===== config.mk =====
export PLATFORM = sky130hd
export DESIGN_NAME = fpu_issue_ctrl
export DESIGN_NICKNAME = d
export VERILOG_FILES = /design/src/rtl/fpu_issue_ctrl.sv
export SDC_FILE = /design/constraint.sdc
export NUM_CORES = 1
export LEC_CHECK = 0
export BUFFER_PORTS_ARGS = -buffer_cell sky130_fd_sc_hd__buf_2
export CAP_MARGIN = 20
export CORE_MARGIN = 4
export CORE_UTILIZATION = 50
export DETAILED_ROUTE_END_ITERATION = 7
export PLACE_DENSITY = 0.95
export SYNTH_ARGS = -nofsm -noshare
export SYNTH_HDL_FRONTEND = slang
export SYNTH_SLANG_ARGS = --single-unit
export TNS_END_PERCENT = 5

===== constraint.sdc =====
create_clock -name clk -period 7.97 [get_ports clk]
set_clock_uncertainty 0.1 [all_clocks]
set_input_delay 1.594 -clock clk [delete_from_list [all_inputs] [get_ports clk]]
set_output_delay 1.594 -clock clk [all_outputs]
set_load 0.01 [all_outputs]

===== src/rtl/fpu_issue_ctrl.sv =====
// Single-outstanding issue controller in front of FPU_Main: launches A/B/S, waits, captures O.
// Latency: result captured LAT_op edges after acceptance; out_valid the cycle after that edge.
// Backpressure: out_ready low holds the result in DONE and keeps in_ready low; nothing is dropped.
module fpu_issue_ctrl #(
    parameter int LAT_ADD  = 4,
    parameter int LAT_SQRT = 8,
    parameter int LAT_MUL  = 4,
    parameter int LAT_DIV  = 10
) (
    input  logic        clk,
    input  logic        rst,
    input  logic        in_valid,
    output logic        in_ready,
    input  logic [31:0] in_a,
    input  logic [31:0] in_b,
    input  logic [1:0]  in_op,
    input  logic [3:0]  in_tag,
    output logic [31:0] fpu_a,
    output logic [31:0] fpu_b,
    output logic [1:0]  fpu_s,
    input  logic [31:0] fpu_o,
    output logic        out_valid,
    input  logic        out_ready,
    output logic [31:0] out_result,
    output logic [3:0]  out_tag,
    output logic [2:0]  out_flags,
    output logic        busy
);

    localparam logic [1:0] IDLE = 2'd0;
    localparam logic [1:0] WAIT = 2'd1;
    localparam logic [1:0] DONE = 2'd2;

    logic [1:0] state;
    logic [3:0] cnt;
    logic [3:0] tag_q;
    logic [3:0] lat_sel;
    logic [2:0] flags_nxt;

    // Pick the datapath latency for the operation being offered.
    always_comb begin
        lat_sel = 4'(LAT_ADD);
        case (in_op)
            2'b00:   lat_sel = 4'(LAT_ADD);
            2'b01:   lat_sel = 4'(LAT_SQRT);
            2'b10:   lat_sel = 4'(LAT_MUL);
            default: lat_sel = 4'(LAT_DIV);
        endcase
    end

    // Classify the value about to be captured: {nan, inf, zero}; denormals count as zero.
    always_comb begin
        flags_nxt = 3'b000;
        if (fpu_o[30:23] == 8'hFF) begin
            if (fpu_o[22:0] != 23'd0) flags_nxt = 3'b100;
            else                      flags_nxt = 3'b010;
        end else if (fpu_o[30:23] == 8'h00) begin
            flags_nxt = 3'b001;
        end
    end

    // Request/result FSM; operand lines only move when a request is accepted.
    always_ff @(posedge clk or posedge rst) begin
        if (rst) begin
            state      <= IDLE;
            cnt        <= 4'd0;
            tag_q      <= 4'd0;
            fpu_a      <= 32'd0;
            fpu_b      <= 32'd0;
            fpu_s      <= 2'b00;
            out_result <= 32'd0;
            out_tag    <= 4'd0;
            out_flags  <= 3'b000;
        end else begin
            case (state)
                IDLE: begin
                    if (in_valid) begin
                        fpu_a <= in_a;
                        fpu_b <= in_b;
                        fpu_s <= in_op;
                        tag_q <= in_tag;
                        cnt   <= lat_sel;
                        state <= WAIT;
                    end
                end
                WAIT: begin
                    cnt <= cnt - 4'd1;
                    // cnt==0 cannot occur with legal latencies; treat it as "done now" rather than wrap.
                    if (cnt <= 4'd1) begin
                        cnt        <= 4'd0;
                        out_result <= fpu_o;
                        out_flags  <= flags_nxt;
                        out_tag    <= tag_q;
                        state      <= DONE;
                    end
                end
                DONE: begin
                    if (out_ready) state <= IDLE;
                end
                default: state <= IDLE;
            endcase
        end
    end

    // Handshake outputs come straight from state; in_ready is also blocked during reset.
    always_comb begin
        in_ready  = (state == IDLE) && !rst;
        out_valid = (state == DONE);
        busy      = (state != IDLE);
    end

endmodule


==> results of run 1 <==
==> layout make-up <==
class	count	share of cell area
inverter	5	0.00341
timing repair buffer	218	0.177
clock inverter	14	0.0261
multi-input combinational	370	0.244
tap	108	0.0217
clock buffer	18	0.0670
sequential	115	0.461
==> registers in the layout, summed over array words and instances (netlist names) <==
name and count:
out_result 32, out_flags 3, out_tag 4, tag_q 4
state 2, fpu_a 32, cnt 4, fpu_s 2
fpu_b 32
==> synth_stat cells <==
master,n,area [µm²]
nand2_1,326,1220
dfrtp_1,115,2880
clkbuf_1,12,45.0
buf_2,10,50.1
nor2_1,8,30.0
nor4_1,7,43.8
inv_1,5,18.8
o21ai_0,5,25.0
nand4_1,3,18.8
nor3_1,3,15.0
ha_1,2,25.0
nand2b_1,2,12.5
nand3_1,2,10.0
o211ai_1,2,15.0
a21oi_1,1,5.00
a22o_1,1,8.76
a2bb2oi_1,1,8.76
buf_6,1,11.3
nand2b_4,1,13.8
nor2b_1,1,6.26
nor3_2,1,10.0
nor3b_1,1,7.51
o21bai_1,1,7.51
o41ai_2,1,16.3
or3_1,1,6.26
==> power by group <==
group	leakage (nW)	internal [mW]	switching [mW]
registers	1.43	0.867	0.161
clock network	0.277	0.474	0.264
logic	1.95	0.378	0.618
==> worst min-delay path, stage by stage, from the launching register on <==
cell	delay [ns]
dfrtp_1	0.34
nand2_1	0.05
nand2_1	0.05
==> kinds of logic (layout without fill, tap and decap cells) <==
| kind of cell | Yosys count | count (layout) | share of synthesized area |
|---|---|---|---|
| and+or+nand+nor | 356 | 356 | 0.310 |
| DFF | 115 | 115 | 0.638 |
| buffers and inverters | 28 | 255 | 0.0277 |
| AOI/OAI and AO/OA | 12 | 12 | 0.0191 |
| adders and majority gates | 2 | 2 | 0.00555 |
==> stage by stage <==
stage	total power [mW]	area, µm²	setup slack [ns]
after floorplan	1.61	4510	3.23
after global placement	1.98	5660	4.33
after detailed placement	2.04	5660	4.34
after CTS	2.80	6240	4.34
after global routing	2.98	6240	4.31
final	2.76	6240	4.34
==> routing by layer <==
layer  track usage  up-vias
li1              -     2013
met1         0.261     1956
met2         0.393      202
met3        0.0819       21
met4        0.0986        0
met5             0        -
==> cells in the final DEF, fill, tap and decap left out <==
| master | count |
|---|---|
| a21oi_1 | 1 |
| a22o_1 | 1 |
| a2bb2oi_1 | 1 |
| buf_2 | 213 |
| buf_4 | 5 |
| bufinv_16 | 3 |
| clkbuf_1 | 1 |
| clkbuf_16 | 16 |
| clkbuf_8 | 1 |
| clkinv_2 | 5 |
| clkinv_4 | 1 |
| clkinvlp_4 | 4 |
| dfrtp_1 | 115 |
| ha_1 | 2 |
| inv_1 | 4 |
| inv_4 | 1 |
| inv_6 | 1 |
| nand2_1 | 325 |
| nand2_2 | 1 |
| nand2b_1 | 2 |
| nand2b_4 | 1 |
| nand3_1 | 2 |
| nand4_1 | 3 |
| nor2_1 | 8 |
| nor2b_1 | 1 |
| nor3_1 | 3 |
| nor3_4 | 1 |
| nor3b_2 | 1 |
| nor4_1 | 7 |
| o211ai_1 | 2 |
| o21ai_0 | 5 |
| o21bai_1 | 1 |
| o41ai_2 | 1 |
| or3_1 | 1 |
==> worst paths after layout <==
check / slack (ns) / from / endpoint
setup / recovery: 4.34 / rst / in_ready
max in group asynchronous: 5.44 / rst / out_result[12]$_DFFE_PP0P_
min in group asynchronous: 1.10 / rst / fpu_b[30]$_DFFE_PP0P_
hold reg to reg: 0.37 / fpu_a[7]$_DFFE_PP0P_ / fpu_a[7]$_DFFE_PP0P_
setup reg to reg: 5.72 / state[0]$_DFFE_PP0P_ / cnt[2]$_DFFE_PP0P_
hold / removal: 0.37 / fpu_a[7]$_DFFE_PP0P_ / fpu_a[7]$_DFFE_PP0P_
==> qor.yml, run 1 <==
status: "completed"
grt_max_degree: 73
clk_pin_slew_ns: 0.06
cp_num_buf_inv: 2
critPathArrivalTime_ns: 1.93
highest_layer: "met4"
finalSetupViolations: 0
postCtsHoldBufs: 0
critical_path_class: "primary input to output pin"
end_kind: "output pin"
cp_top_family: "buffers and inverters"
hpwlAfterDp_um: 8540
io_pins: 214
max-vdd-ir-drop_mv: 0.195
cts_buffers: 17
fmax_mhz: 276
wl_per_cell_um: 14.0
crit_path_max_fanout: 2
worstSetupPathDepth: 3
dieArea_um2: 10600
cellPowerDensity_nw_per_um2: 443
setup.worst_path.start_class: "primary input"
grt_pass1_vias: 4230
timing.final.crit_share: 0.455
syn_inst: 513
syn_area_per_cell_um2: 8.79
dieWidth_um: 103
post_cts_buffers: 0
htree_num_levels: 4
hold_viol: 0
wl_met1_um: 4570
first_pass_iters: 4
synth_area_um2: 4510
synth_warnings: 0
hold_path.class: "register to register"
fin_cells: 848
worstPathRequired_ns: 6.28
drive_gt1_frac: 0.345
antenna_found_initial: 0
grt_use_total: 0.230
io_buffers: 213
yosysSeqAreaShare: 0.638
layout.filler_cells: 613
multi_input_area_um2: 1520
period_minus_slack_ns: 3.63
antenna_left: 0
placed_cells: 816
final_util: 0.712
ctsLongestPathBuffers: 2
diodes: 0
worstPathCellList: "buf_2 > nor2_1 > buf_2"
met2_length_um: 5900
slowest_delay_ns: 0.13
gr-total-overflow: 0
cts_root_buffer: "clkbuf_8"
setup_tns_ns: 0
maxCapViolCount: 0
yosysUniqueCellTypes: 25
cts_tree: "done"
reg2reg_depth: 5
hold_path_depth: 2
initial_utilization: 0.515
area_delta_synth_final_pct: 38.3
syn_nets: 621
avgViaCountPerCell: 4.94
cts_resized: 0
drv_slew: 0
p_leak_nw: 3.66
grt_pass1_wl_um: 18900
nets: 835
regArea_um2: 2880
die_height_um: 103
drc: 0
clock_sinks: 115
drt-initial-drc-count: 94
wl_um: 11900
vias: 4192
synth-seq-cells: 115
whs_ns: 0.368
clk_latency_ns: 0.49
met3_length_um: 1250
rsz0062_at_grt: "false"
gp_congestion: 0.843
rows: 34
slew_headroom: 0.484
worst_slew_pin_slew_ns: 0.773
core_area_um2: 8760
crit_top_cell: "buf_2"
cp_slowest_cell: "buf_2"
(Power assumes the default switching activity.)
==> inputs of run 2 (changes only) <==
CORE_UTILIZATION = 46   (was 50)
PLACE_DENSITY = 0.9   (was 0.95)
clock period = 3.75 ns   (was 7.97 ns; I/O delays follow)
==> run 2 against run 1 <==
Via count up 1.3%. Sequential share of layout area down 0.50 points. Critical path depth up 3. Sequential power up 110%. First-iteration DRC count rose to 2.6 times the previous value. Die area up 8.0%. Combinational power up 120%. Utilization down 3.9 points. Highest routed layer unchanged.
==> qor.yml, run 2 (synthesis gave the netlist of run 1 again) <==
status: "completed"
timing.final.crit_share: 0.646
max-vdd-ir-drop_mv: 0.433  # +120%
slew_headroom: 0.430  # -0.0548
layout_commonest_cell: "nand2_1"
die_height_um: 107  # +3.9%
gp_congestion: 0.780  # -7.5%
dieWidth_um: 107  # +3.9%
crit_path_max_fanout: 27  # +25
htree_num_levels: 4  # unchanged
critical_path_class: "register to register"
grt_max_degree: 63  # -14%
cts_root_buffer: "clkbuf_8"
wl_met1_um: 4690  # +2.5%
drive_gt1_frac: 0.346  # +0.00177
wl_per_cell_um: 13.8  # -2.0%
setup.worst_path.start_class: "register"
layout.filler_cells: 721  # +18%
clk_latency_ns: 0.49  # about the same
setup_tns_ns: 0  # unchanged
antenna_found_initial: 0  # unchanged
clk_pin_slew_ns: 0.06  # about the same
grt_pass1_wl_um: 19700  # +4.3%
fmax_mhz: 413
highest_layer: "met4"
top_regs: "fpu_a (32), fpu_b (32), out_result (32)"
first_pass_iters: 4  # unchanged
finalSetupViolations: 0  # unchanged
cts_resized: 0  # unchanged
gr-total-overflow: 0  # unchanged
postCtsHoldBufs: 0  # unchanged
cellPowerDensity_nw_per_um2: 929  # +110%
drt-initial-drc-count: 242  # +160%
final_cell_mix: "nand2_1 (325), buf_2 (213), dfrtp_1 (115)"
worst_slew_pin_slew_ns: 0.856  # +0.0822 ns
nets: 838  # +0.36%
cts_buffers: 17  # unchanged
grt_use_total: 0.214  # -0.0163
initial_utilization: 0.481  # -0.0334
maxCapViolCount: 0  # unchanged
reg2reg_slack_ns: 1.33  # -4.39 ns
p_leak_nw: 3.68  # +0.57%
met2_length_um: 5920  # +0.44%
period_minus_slack_ns: 2.42
area_delta_synth_final_pct: 39.9
hold_path.class: "primary input to register"
core_area_um2: 9370  # +6.9%
cts_tree: "done"
antenna_left: 0  # unchanged
worstPathRequired_ns: 4.00  # -2.28 ns
wl_um: 12000  # +0.70%
vias: 4246  # +1.3%
post_cts_buffers: 0  # unchanged
diodes: 0  # unchanged
io_pins: 214  # unchanged
end_kind: "register"
met3_length_um: 1130  # -9.4%
rsz0062_at_grt: "false"
critPathArrivalTime_ns: 2.68  # +0.75 ns
drc: 0  # unchanged
ctsLongestPathBuffers: 2  # unchanged
avgViaCountPerCell: 4.87  # -1.4%
io_buffers: 213  # unchanged
drv_slew: 0  # unchanged
dieArea_um2: 11500  # +8.0%
grt_pass1_vias: 4248  # +0.43%
clock_sinks: 115  # unchanged
rows: 35  # +2.9%
hpwlAfterDp_um: 8750  # +2.4%
hold_viol: 0  # unchanged
whs_ns: 0.337  # -0.0315 ns
## run 2: cell types whose count changed in the layout (fill, tap and decap cells not counted), sizes merged
cell,change
clkbuf,+3
clkinv,-1
inv,-2
bufinv,-1
buf,+3
## run 2: path summary, 6_finish.rpt
| path | endpoint | cells after the start | start |
|---|---|---|---|
| hold reg to reg | fpu_a[4]$_DFFE_PP0P_ | 2 | fpu_a[4]$_DFFE_PP0P_ |
| setup / recovery | state[1]$_DFFE_PP0P_ | 6 | cnt[0]$_DFFE_PP0P_ |
| min in group asynchronous | fpu_a[20]$_DFFE_PP0P_ | 3 | rst |
| setup reg to reg | state[1]$_DFFE_PP0P_ | 6 | cnt[0]$_DFFE_PP0P_ |
| hold / removal | fpu_a[12]$_DFFE_PP0P_ | 3 | in_a[12] |
| max in group asynchronous | out_result[15]$_DFFE_PP0P_ | 3 | rst |
## run 2: final cells by class
cell class / instances / area, µm² / area share
clock inverter: 10 / 108 / 0.0171
clock buffer: 21 / 459 / 0.0728
tap: 129 / 161 / 0.0256
timing repair buffer: 221 / 1160 / 0.184
sequential: 115 / 2880 / 0.456
inverter: 5 / 22.5 / 0.00357
multi-input combinational: 370 / 1520 / 0.241
## run 2: stage by stage
step	setup WS, ns	instances	cell area [µm²]	total power, mW	util
after floorplan	1.50	513	4520	3.41	-
after global placement	1.45	838	5700	4.21	0.608
after detailed placement	1.33	839	5720	4.36	0.611
after CTS	1.33	870	6290	5.90	0.671
after global routing	1.15	871	6310	6.31	0.673
final	1.33	871	6310	5.86	0.673
## run 2: worst max-delay path, cell delays in order, from the launching register on
cell and delay [ns]:
dfrtp_1 0.41, inv_1 0.06, ha_1 0.23, o21bai_1 0.31, or3_1 0.73, buf_4 0.33, o21ai_0 0.11
## run 2: per-layer routing
metal	vias to the layer above	global-route usage
li1	2016	-
met1	1994	0.259
met2	211	0.353
met3	25	0.0692
met4	0	0.0849
met5	-	0
## run 2: where the power goes
| part | leakage (nW) | switching [mW] | internal (mW) | total, mW |
|---|---|---|---|---|
| sequential | 1.43 | 0.350 | 1.84 | 2.19 |
| clock | 0.275 | 0.530 | 0.987 | 1.52 |
| combinational | 1.97 | 1.30 | 0.845 | 2.15 |
| total | 3.68 | 2.18 | 3.68 | 5.86 |
==> inputs of run 3 (changes only) <==
clock period = 2.39 ns   (was 3.75 ns; I/O delays follow)
==> run 3 against run 2 <==
Hold slack worse by 0.26 ns. Non-clock buffer count is 4 higher. Critical endpoint is now in_ready. Total power is 57% higher. Setup slack worse by 1.0 ns. Wire length is 0.23% higher. Largest power group unchanged. Sequential share of layout area is 0.19 points lower. Critical path depth is 2 lower. Sequential cell count stayed put.
==> qor.yml, run 3 (synthesis gave the netlist of run 1 again) <==
status: "completed"
final_cell_mix: "nand2_1 (325), buf_2 (213), dfrtp_1 (115)"
antenna_left: 0  # unchanged
worst_slew_pin_slew_ns: 0.462  # -0.394 ns
avgViaCountPerCell: 4.74  # -2.7%
die_height_um: 107  # unchanged
end_kind: "output pin"
busiest_layer: "met2"
core_area_um2: 9370  # unchanged
dieWidth_um: 107  # unchanged
timing.final.crit_share: 0.863
htree_num_levels: 4  # unchanged
grt_pass1_vias: 4304  # +1.3%
grt_pass1_wl_um: 20000  # +1.6%
ctsLongestPathBuffers: 2  # unchanged
clk_latency_ns: 0.49  # about the same
drt-initial-drc-count: 242  # unchanged
io_buffers: 213  # unchanged
diodes: 0  # unchanged
p_leak_nw: 3.69  # +0.23%
nets: 842  # +0.48%
max-vdd-ir-drop_mv: 0.808  # +87%
hpwlAfterDp_um: 8950  # +2.3%
area_delta_synth_final_pct: 40.4
clk_pin_slew_ns: 0.06  # about the same
fmax_mhz: 485
top_regs: "fpu_a (32), fpu_b (32), out_result (32)"
cellPowerDensity_nw_per_um2: 1450  # +56%
hold_path.class: "primary input to register"
antenna_found_initial: 0  # unchanged
worstPathRequired_ns: 1.81  # -2.19 ns
setup_tns_ns: 0  # unchanged
wl_um: 12000  # +0.23%
layout_commonest_cell: "nand2_1"
finalSetupViolations: 0  # unchanged
post_cts_buffers: 0  # unchanged
use_met1: 0.262  # +0.00243
cts_buffers: 17  # unchanged
crit_path_max_fanout: 5  # -81%
io_pins: 214  # unchanged
vias: 4150  # -2.3%
hold_viol: 0  # unchanged
cts_resized: 0  # unchanged
whs_ns: 0.0763  # -0.261 ns
period_minus_slack_ns: 2.06
setup.worst_path.start_class: "register"
gp_congestion: 0.793  # +1.7%
met3_usage: 0.0753  # +0.00602
layout.filler_cells: 728  # +0.97%
drv_slew: 0  # unchanged
grt_max_degree: 47  # -25%
grt_use_met2: 0.372  # +0.0188
slew_headroom: 0.689  # +0.259
postCtsHoldBufs: 1  # +1
dieArea_um2: 11500  # unchanged
drive_gt1_frac: 0.347  # +0.000824
first_pass_iters: 4  # unchanged
critical_path_class: "register to output pin"
initial_utilization: 0.481  # unchanged
cts_root_buffer: "clkbuf_8"
wl_per_cell_um: 13.7  # -0.23%
critPathArrivalTime_ns: 1.48  # -1.20 ns
clock_sinks: 115  # unchanged
maxCapViolCount: 0  # unchanged
drc: 0  # unchanged
rsz0062_at_grt: "false"
gr-total-overflow: 0  # unchanged
cts_tree: "done"
rows: 35  # unchanged
grt_use_total: 0.219  # +0.00476
==> run 3: cell types whose count changed in the layout (fill, tap and decap cells not counted), sizes merged <==
cell,delta
buf,+3
clkbuf,+1
clkinv,-2
clkinvlp,+1
dlygate4sd3,+1
==> run 3: report_power, final <==
part	switching (mW)	internal [mW]
clock network	0.843	1.55
registers	0.534	2.89
logic	2.05	1.30
total	3.43	5.75
==> run 3: area by class of cell <==
cell class              count  area [µm²]  area share
multi-input cells         370        1520       0.240
clock inverters             9         105      0.0166
inverters                   5        22.5     0.00355
flip-flops and latches    115        2880       0.454
well taps                 129         161      0.0255
clock buffers              22         463      0.0731
repair buffers            225        1180       0.187
==> run 3: metrics by stage <==
step	util	power, mW	area, µm²	setup slack (ns)	std cells
4_1_cts	0.676	9.29	6340	0.297	875
2_1_floorplan	-	5.35	4520	0.413	513
3_3_place_gp	0.614	6.65	5760	0.598	843
5_1_grt	0.676	9.89	6340	0.258	875
3_5_place_dp	0.614	6.84	5760	0.500	843
6_report	0.676	9.18	6340	0.328	875
==> run 3: critical path, cell delays in order, from the launching register on <==
cell	delay, ns
dfrtp_1	0.44
nor2_1	0.22
inv_1	0.09
nor2_1	0.11
buf_2	0.15
==> run 3: routing by layer <==
metal	routed length (µm)	vias up
met5	0	-
met4	109	0
met3	1200	7
met2	6010	192
met1	4700	1922
li1	-	2029
==> run 3: path summary, 6_finish.rpt <==
kind                                       start  depth (start not counted)                        end  slack [ns]
setup / recovery            state[0]$_DFFE_PP0P_                          4                   in_ready        0.33
hold / removal                          in_b[28]                          3      fpu_b[28]$_DFFE_PP0P_        0.08
hold reg to reg            fpu_a[24]$_DFFE_PP0P_                          2      fpu_a[24]$_DFFE_PP0P_        0.37
setup reg to reg              cnt[0]$_DFFE_PP0P_                          7  out_result[7]$_DFFE_PP0P_        0.46
min in group asynchronous                    rst                          3      fpu_a[25]$_DFFE_PP0P_        0.47
max in group asynchronous                    rst                          4       fpu_s[1]$_DFFE_PP0P_        1.11
